**config.mk**
```make
export PLATFORM = sky130hd
export DESIGN_NAME = snn_feeder
export DESIGN_NICKNAME = d
export VERILOG_FILES = /design/src/rtl/snn_feeder.sv
export SDC_FILE = /design/constraint.sdc
export NUM_CORES = 1
export LEC_CHECK = 0
export ABC_AREA = 1
export BUFFER_PORTS_ARGS = -buffer_cell sky130_fd_sc_hd__buf_2
export CORE_MARGIN = 1
export CORE_UTILIZATION = 50
export CTS_BUF_LIST = sky130_fd_sc_hd__clkbuf_4 sky130_fd_sc_hd__clkbuf_8
export CTS_CLUSTER_DIAMETER = 150
export DETAILED_ROUTE_END_ITERATION = 6
export GPL_TIMING_DRIVEN = 0
export PLACE_DENSITY = 0.64
export SLEW_MARGIN = 15
export SYNTH_ARGS = -nofsm -noshare
export SYNTH_HDL_FRONTEND = slang
export SYNTH_SLANG_ARGS = --single-unit
```
**constraint.sdc**
```tcl
create_clock -name clk -period 4.7 [get_ports clk]
set_input_delay 0.235 -clock clk [delete_from_list [all_inputs] [get_ports clk]]
set_output_delay 0.235 -clock clk [all_outputs]
set_load 0.05 [all_outputs]
```
**src/rtl/snn_feeder.sv**
```systemverilog
// snn_feeder: collects one pattern of image bytes, holds kernel/weight
// coefficients, plays them to the SNN core as one contiguous burst, then
// waits for the core's result and forwards it downstream.
module snn_feeder #(
  parameter int N_PIX   = 72,
  parameter int TIMEOUT = 1000
) (
  input  logic       clk,
  input  logic       rst_n,
  input  logic       s_valid,
  input  logic [7:0] s_data,
  output logic       s_ready,
  input  logic       cfg_we,
  input  logic [3:0] cfg_addr,
  input  logic [7:0] cfg_data,
  output logic       in_valid,
  output logic [7:0] img,
  output logic [7:0] ker,
  output logic [7:0] weight,
  input  logic       snn_out_valid,
  input  logic [9:0] snn_out_data,
  output logic       res_valid,
  output logic [9:0] res_data,
  output logic       timeout_err
);

  typedef enum logic [1:0] {
    LOAD = 2'd0,
    SEND = 2'd1,
    WAIT = 2'd2
  } state_e;

  state_e     state_q;
  logic [7:0] pixBuf_q [N_PIX];
  logic [7:0] kReg_q [9];
  logic [7:0] wReg_q [4];
  logic [6:0] cnt_q;
  logic [9:0] waitCnt_q;

  logic       inValid_q;
  logic [7:0] img_q;
  logic [7:0] ker_q;
  logic [7:0] weight_q;
  logic       resValid_q;
  logic [9:0] resData_q;
  logic       timeoutErr_q;

  logic       pixFire_d;
  logic       lastPix_d;
  logic       cfgAccept_d;
  logic [3:0] wIdx_d;
  logic [6:0] cntNext_d;
  logic [7:0] kFirst_d;
  logic [7:0] wFirst_d;
  logic [7:0] kNext_d;
  logic [7:0] wNext_d;

  // Handshake, config-accept and next-burst-value decode. The first kernel and
  // weight values bypass the register file so that a coefficient write landing
  // on the final pixel handshake is already visible in the first burst beat.
  always_comb begin
    pixFire_d   = s_valid && (state_q == LOAD);
    lastPix_d   = pixFire_d && (cnt_q == 7'(N_PIX - 1));
    cfgAccept_d = cfg_we && (state_q != SEND) && (cfg_addr <= 4'd12);
    wIdx_d      = cfg_addr - 4'd9;
    cntNext_d   = cnt_q + 7'd1;
    kFirst_d    = (cfgAccept_d && (cfg_addr == 4'd0)) ? cfg_data : kReg_q[0];
    wFirst_d    = (cfgAccept_d && (cfg_addr == 4'd9)) ? cfg_data : wReg_q[0];
    kNext_d     = 8'd0;
    wNext_d     = 8'd0;
    if (cntNext_d < 7'd9) begin
      kNext_d = kReg_q[cntNext_d[3:0]];
    end
    if (cntNext_d < 7'd4) begin
      wNext_d = wReg_q[cntNext_d[1:0]];
    end
  end

  // Pixel buffer: written at the current count on every accepted byte.
  always_ff @(posedge clk or negedge rst_n) begin
    if (!rst_n) begin
      for (int i = 0; i < N_PIX; i++) begin
        pixBuf_q[i] <= 8'd0;
      end
    end else if (pixFire_d) begin
      pixBuf_q[cnt_q] <= s_data;
    end
  end

  // Coefficient register file; frozen while a burst is in flight.
  always_ff @(posedge clk or negedge rst_n) begin
    if (!rst_n) begin
      for (int i = 0; i < 9; i++) begin
        kReg_q[i] <= 8'd0;
      end
      for (int i = 0; i < 4; i++) begin
        wReg_q[i] <= 8'd0;
      end
    end else if (cfgAccept_d) begin
      if (cfg_addr < 4'd9) begin
        kReg_q[cfg_addr] <= cfg_data;
      end else begin
        wReg_q[wIdx_d[1:0]] <= cfg_data;
      end
    end
  end

  // Main controller: LOAD -> SEND -> WAIT with all core/downstream outputs registered.
  always_ff @(posedge clk or negedge rst_n) begin
    if (!rst_n) begin
      state_q      <= LOAD;
      cnt_q        <= 7'd0;
      waitCnt_q    <= 10'd0;
      inValid_q    <= 1'b0;
      img_q        <= 8'd0;
      ker_q        <= 8'd0;
      weight_q     <= 8'd0;
      resValid_q   <= 1'b0;
      resData_q    <= 10'd0;
      timeoutErr_q <= 1'b0;
    end else begin
      resValid_q <= 1'b0;
      case (state_q)
        LOAD: begin
          if (lastPix_d) begin
            cnt_q     <= 7'd0;
            state_q   <= SEND;
            inValid_q <= 1'b1;
            img_q     <= pixBuf_q[0];
            ker_q     <= kFirst_d;
            weight_q  <= wFirst_d;
          end else if (pixFire_d) begin
            cnt_q <= cntNext_d;
          end
        end
        SEND: begin
          if (cnt_q == 7'(N_PIX - 1)) begin
            cnt_q     <= 7'd0;
            state_q   <= WAIT;
            inValid_q <= 1'b0;
            img_q     <= 8'd0;
            ker_q     <= 8'd0;
            weight_q  <= 8'd0;
          end else begin
            cnt_q    <= cntNext_d;
            img_q    <= pixBuf_q[cntNext_d];
            ker_q    <= kNext_d;
            weight_q <= wNext_d;
          end
        end
        WAIT: begin
          if (snn_out_valid) begin
            resData_q  <= snn_out_data;
            resValid_q <= 1'b1;
            waitCnt_q  <= 10'd0;
            state_q    <= LOAD;
          end else if (waitCnt_q == 10'(TIMEOUT - 1)) begin
            timeoutErr_q <= 1'b1;
            waitCnt_q    <= 10'd0;
            state_q      <= LOAD;
          end else begin
            waitCnt_q <= waitCnt_q + 10'd1;
          end
        end
        default: begin
          state_q <= LOAD;
        end
      endcase
    end
  end

  assign s_ready     = (state_q == LOAD);
  assign in_valid    = inValid_q;
  assign img         = img_q;
  assign ker         = ker_q;
  assign weight      = weight_q;
  assign res_valid   = resValid_q;
  assign res_data    = resData_q;
  assign timeout_err = timeoutErr_q;

endmodule

```
---- Word level (Yosys, flattened, before mapping) ----
Index checks and enable logic that the tools add are counted.
operators by class
  bitwise logic cells ..................... 8
  reductions and logical operators ........ 20
  multiplexer cells ....................... 47
  equal/unequal tests ..................... 10
  order comparisons ....................... 13
  $add $sub $neg .......................... 3
operators with widths
  kind                   number
  $bwmux 576             1
  $mux 8                 19
  $bwmux 72              1
  $bmux 8 s7             1
  $demux 8 s7            1
  $pmux 8 s2             3
  $bmux 8 s4             1
  $bwmux 32              1
  $demux 8 s4            1
  $mux 7                 3
  $mux 10                2
  $bmux 8 s2             1
  $demux 8 s2            1
  $ge 8x8->1 const B     2
  $not 7->8              2
  $pmux 7 s2             1
  $add 10x1->10 const B  1
  $eq 10x10->1 const B   1
  $ge 5x5->1 const B     2
  $not 4->5              2
  $reduce_and 2->1       5
  $logic_and 1x1->1      9
  $reduce_and 3->1       3
  $lt 8x1->1 const B     1
  other kinds (26)       36
storage, ports and cells
  output and inout bits ................... 38
  word-level logic and storage cells ...... 196
  register bits after elaboration ......... 736
  input bits .............................. 35

---- Longest topological paths before layout ----
  word-level depth ........................ 8
  mapped depth ............................ 17
  mapped depth without buffers ............ 15

---- Worst setup path before layout ----
OpenSTA, ideal clock, no wires.
  kind .................................... reg2reg
  start ................................... register state_q[0]
  end ..................................... register pixBuf_q[389] (netlist name)
  path buffers ............................ 2
  setup slack ............................. 2.085 ns
  data arrival time ....................... 2.482 ns
  stages on the path, launching flop included .. 9
  clock period less this slack ............ 2.615 ns
  data required time ...................... 4.567 ns
  cells stage by stage .................... dfrtp_1 > nor2_1 > nand2_1 > buf_4 > nor3_4 > nand4_1 > clkbuf_1 > nand2_1 > o21ai_0
on the way
  longest elaborated chain between the ends .. 2
RTL lines
  item                            RTL line  RTL
  start: declaration              33        state_e state_q;
  start signal: assignment        111       state_q <= LOAD;
  start signal: assignment        127       state_q <= SEND;
  start signal: assignment        139       state_q <= WAIT;
  $logic_not 2->1                 -
  via s_ready                     12        output logic s_ready,
  $logic_and 1x1->1               62        pixFire_d = s_valid && (state_q == LOAD);
  end signal: indexed assignment  86        pixBuf_q[cnt_q] <= s_data;
  end: declaration                34        logic [7:0] pixBuf_q [N_PIX];
The timed path passes the listed nets, and every way through them passes these cells.
A chain may end at the register's enable or synchronous reset.

---- Final worst setup path ----
  start ................................... register cnt_q[0]
  end ..................................... register img_q[1] (netlist: img[1])
on the way
  longest elaborated chain between the ends .. 7
RTL lines
  item                                        RTL line  RTL
  start: declaration                          37        logic [6:0] cnt_q;
  start signal: assignment                    133       cnt_q <= cntNext_d;
  start signal: assignment                    145       cnt_q <= cntNext_d;
  $add 7x1->7                                 66        cntNext_d = cnt_q + 7'd1;
  $not 7->8 (not written as such)             146       img_q <= pixBuf_q[cntNext_d];
  $bmux 8 s7                                  146
  $mux 8 (not written as such) (2 in series)  146
  $mux 8                                      137       if (cnt_q == 7'(N_PIX - 1)) begin
  $pmux 8 s2                                  123       case (state_q)
  end signal: assignment                      129       img_q <= pixBuf_q[0];
  end signal: assignment                      146
  end: declaration                            41        logic [7:0] img_q;
Several ways; a longest one is shown, not always the timed one. The select of a mux whose other input is x is not followed.

==> flow_metrics.env <==
export IMPL_cts_root_buf="clkbuf_8"
export IMPL_antenna_found_initial=2
export IMPL_cts_resized=0
export IMPL_antenna_left=0
export IMPL_ios=73
export IMPL_skew_ps=31.7
export IMPL_cap_viol_max_count=0
export IMPL_failed_checks="DRC"
export IMPL_ff_latch_area_sq_um=18400
export IMPL_cts_buffers=121
export IMPL_dpl_cell_count=5360
export IMPL_holdPathStages=4
export IMPL_synth_edf_count=0
export IMPL_die_w_microns=264
export IMPL_numPortBuffers=72
export IMPL_fin_area_sq_um=39100
export IMPL_fp_row_count=95
export IMPL_dp_hpwl_microns=87700
export IMPL_cp_start_kind="flip-flop"
export IMPL_fp_dieH_microns=264
export IMPL_nNetsFinal=4671
export IMPL_post_route_period_util_pct=84.2
export IMPL_viasPerCell=5.76
export IMPL_worstSetupEndpointType="flip-flop"
export IMPL_cts_path_max_buffers=3
export IMPL_grtUsageTotal_pct=36.5
export IMPL_cp_depth=16
export IMPL_initial_utilization_pct=50.8
export IMPL_clk_pin_slew_worst_paths_ps=60
export IMPL_clkSinkCount=736
export IMPL_htree_levels=3
export IMPL_area_growth_pct=13.9
export IMPL_ys_seq_elements=736
export IMPL_detail_route_wl_per_cell_microns=22.5
export IMPL_worstPathArrival_ps=4600
export IMPL_insertion_delay_ps=760
export IMPL_drt_wl_total_microns=126000
export IMPL_synth_largest_area_cell="dfrtp_1"
export IMPL_critPathKind="flip-flop to flip-flop"
export IMPL_rsz0062_at_grt="no"
export IMPL_hold_class="input pin to flip-flop"
export IMPL_via_count=32300
export IMPL_path_buf_inv=4
export IMPL_synth_distinct_cells=41
export IMPL_nFillCells=6468
export IMPL_hold_violations=0
export IMPL_multi_input_comb_area_sq_um=13900
export IMPL_ctsHoldBuffers=22
export IMPL_cp_max_fo=10
export IMPL_first_pass_iters=7
export IMPL_worst_slew_pin_slew_ps=1340
export IMPL_dpl_instance_area_sq_um=36000
export IMPL_stdcell_count=5613
export IMPL_status="finished with violations"
export IMPL_synthCells=4405
export IMPL_gp_congestion=0.997
export IMPL_fmax_mhz=253
export IMPL_postSynthAreaPerCell_sq_um=7.79
export IMPL_cp_required_ps=5340
export IMPL_cts_setup_buffers=0
export IMPL_crit_chain="ha_1 -> buf_2 -> inv_1 -> buf_2 -> clkbuf_1 -> nand3_1 -> nand3_1 -> nand2_1 -> nand2_1 -> nand2_1 -> nand2_1 -> nand2_1 -> nand2_1 -> nand3_1 -> nand2_1 -> a21oi_1"
export IMPL_slowest_delay_ps=970
export IMPL_coreArea_sq_um=67500
export IMPL_async_flop_share_pct=100
export IMPL_p_leak_uw=0.0187
export IMPL_cp_top_family="buffers and inverters"
export IMPL_yosysWarnings=0
export IMPL_final_layout_size_suffix_gt1_share_pct=9.18
export IMPL_synth_top_area_share_pct=53.7
export IMPL_grt_pass1_vias=30400
export IMPL_drv_slew=0
export IMPL_reg2regPathDepth=16
export IMPL_synthesis_area_sq_um=34300
export IMPL_setup_viol_count_final=0
export IMPL_fin_util_pct=57.9
export IMPL_irDropWorstVdd_mv=0.364
export IMPL_synth_nets=4442
export IMPL_ys_flop_type="dfrtp_1"
export IMPL_dieArea_sq_um=69600
export IMPL_grt_max_degree=95
export IMPL_cts_tree="built"
export IMPL_cp_slowest_cell="clkbuf_1"
export IMPL_period_needed_ps=3960
export IMPL_hold_worst_slack_ps=41.6
export IMPL_crit_top_cell="nand2_1"
export IMPL_drc_errors=1
export IMPL_overflow=0
export IMPL_dr_first_iter_drc_count=4285
export IMPL_yosysSeqAreaShare_pct=53.7
export IMPL_grt_pass1_wl_microns=191000
export IMPL_netlist_top_cells_area="dfrtp_1 54%, nand2_1 19%, o21ai_0 12%"
export IMPL_relSlewSlack_pct=10.3
export IMPL_power_density_nw_per_um2=730
## state kept, by name, indices dropped and copies added, names as in the netlist, 2 cells and up
register / cells
cnt_q: 7
img: 8
kReg_q: 72
ker: 8
pixBuf_q: 576
res_data: 10
state_q: 2
wReg_q: 32
waitCnt_q: 10
weight: 8
## power by group
| group | switching (uW) | internal (uW) |
|---|---|---|
| logic | 9700 | 3410 |
| clock network | 2730 | 3640 |
| registers | 1010 | 8040 |
## worst paths after layout
path	start	to	slack, ps
hold reg to reg	res_data[5]	res_data[5]	470
min in group asynchronous	rst_n	pixBuf_q[225]	510
setup / recovery	cnt_q[0]	img[1]	740
hold / removal	cfg_addr[3]	kReg_q[0]	40
max in group asynchronous	rst_n	pixBuf_q[131]	2560
setup reg to reg	cnt_q[0]	img[1]	740
## metrics by stage
step | total power (uW) | setup WS (ps) | setup TNS (ps)
finish | 28500 | 741 | 0
global route | 29900 | 764 | 0
CTS | 28000 | 892 | 0
detailed placement | 21600 | 914 | 0
global placement | 21500 | -12730 | -9271560
floorplan | 16500 | 2090 | 0
## logic make-up after synthesis
group	count (synthesis)	share of synthesized area (%)
and+or+nand+nor	2251	26.5
AOI/OAI and AO/OA	909	13.6
DFF	736	53.7
buffers and inverters	502	5.92
xor gates and xnor gates	5	0.204
adders and majority gates	2	0.0729
## layer usage
layer  GRT usage, %  vias up  part of all wire (%)
met5              0        -                     0
met4           16.9        0                   5.0
met3           7.32      330                   9.9
met2           53.4     1613                    43
met1           52.2    15700                    42
li1               -    14700                     -
## Yosys cell counts (3+ instances only)
cell type  count
nand3_1      277
inv_1        196
nor2_2         6
nand4_1        9
o21ai_0      792
buf_1         14
nor2_1       171
nor3_4         3
nor3_2         3
dfrtp_1      736
nor3_1        13
a21oi_1       38
xor2_1         3
buf_2         66
o22ai_1       35
a31oi_1       23
nand2_1     1752
o21ai_1        7
o211ai_1       7
nor4_4         7
inv_2         10
buf_4         15
clkbuf_1     199
## cell type report
cell class | instances | share of cell area [%]
Buffer | 295 | 3.21
Tap cell | 873 | 2.80
Timing Repair Buffer | 106 | 2.24
Sequential cell | 736 | 47.1
Multi-Input combinational cell | 3167 | 35.5
Inverter | 207 | 1.99
Clock inverter | 22 | 0.480
Clock buffer | 205 | 6.68
Antenna cell | 2 | 0.0128
## layout by cell type, fill, tap and decap left out, types with 3 or more instances in the layout
master         count
nand2_1         1752
buf_1             14
xor2_1             3
nor2_2             7
dfrtp_1          736
buf_6              3
inv_2             10
nand3_1          277
nor2_1           170
o21ai_0          792
o21ai_1            7
buf_4             15
nor3_1            13
o22ai_1           35
clkbuf_8         171
nor3_2             3
buf_2            137
nand4_1            9
a31oi_1           23
inv_1            196
a21oi_1           38
clkbuf_1         199
nor3_4             3
buf_16             9
dlygate4sd3_1     22
o211ai_1           7
clkinv_2          18
bufinv_16          3
clkbuf_4          34
nor4_4             7
## worst reg2reg max path, cell delays in order (launching register included)
cell and delay [ps]:
dfrtp_1 460, ha_1 320, buf_2 230, inv_1 130, buf_2 410, clkbuf_1 970
nand3_1 200, nand3_1 170, nand2_1 130, nand2_1 80, nand2_1 130, nand2_1 140
nand2_1 80, nand2_1 70, nand3_1 80, nand2_1 140, a21oi_1 90
Note: power is estimated with default switching activity, not from simulation.
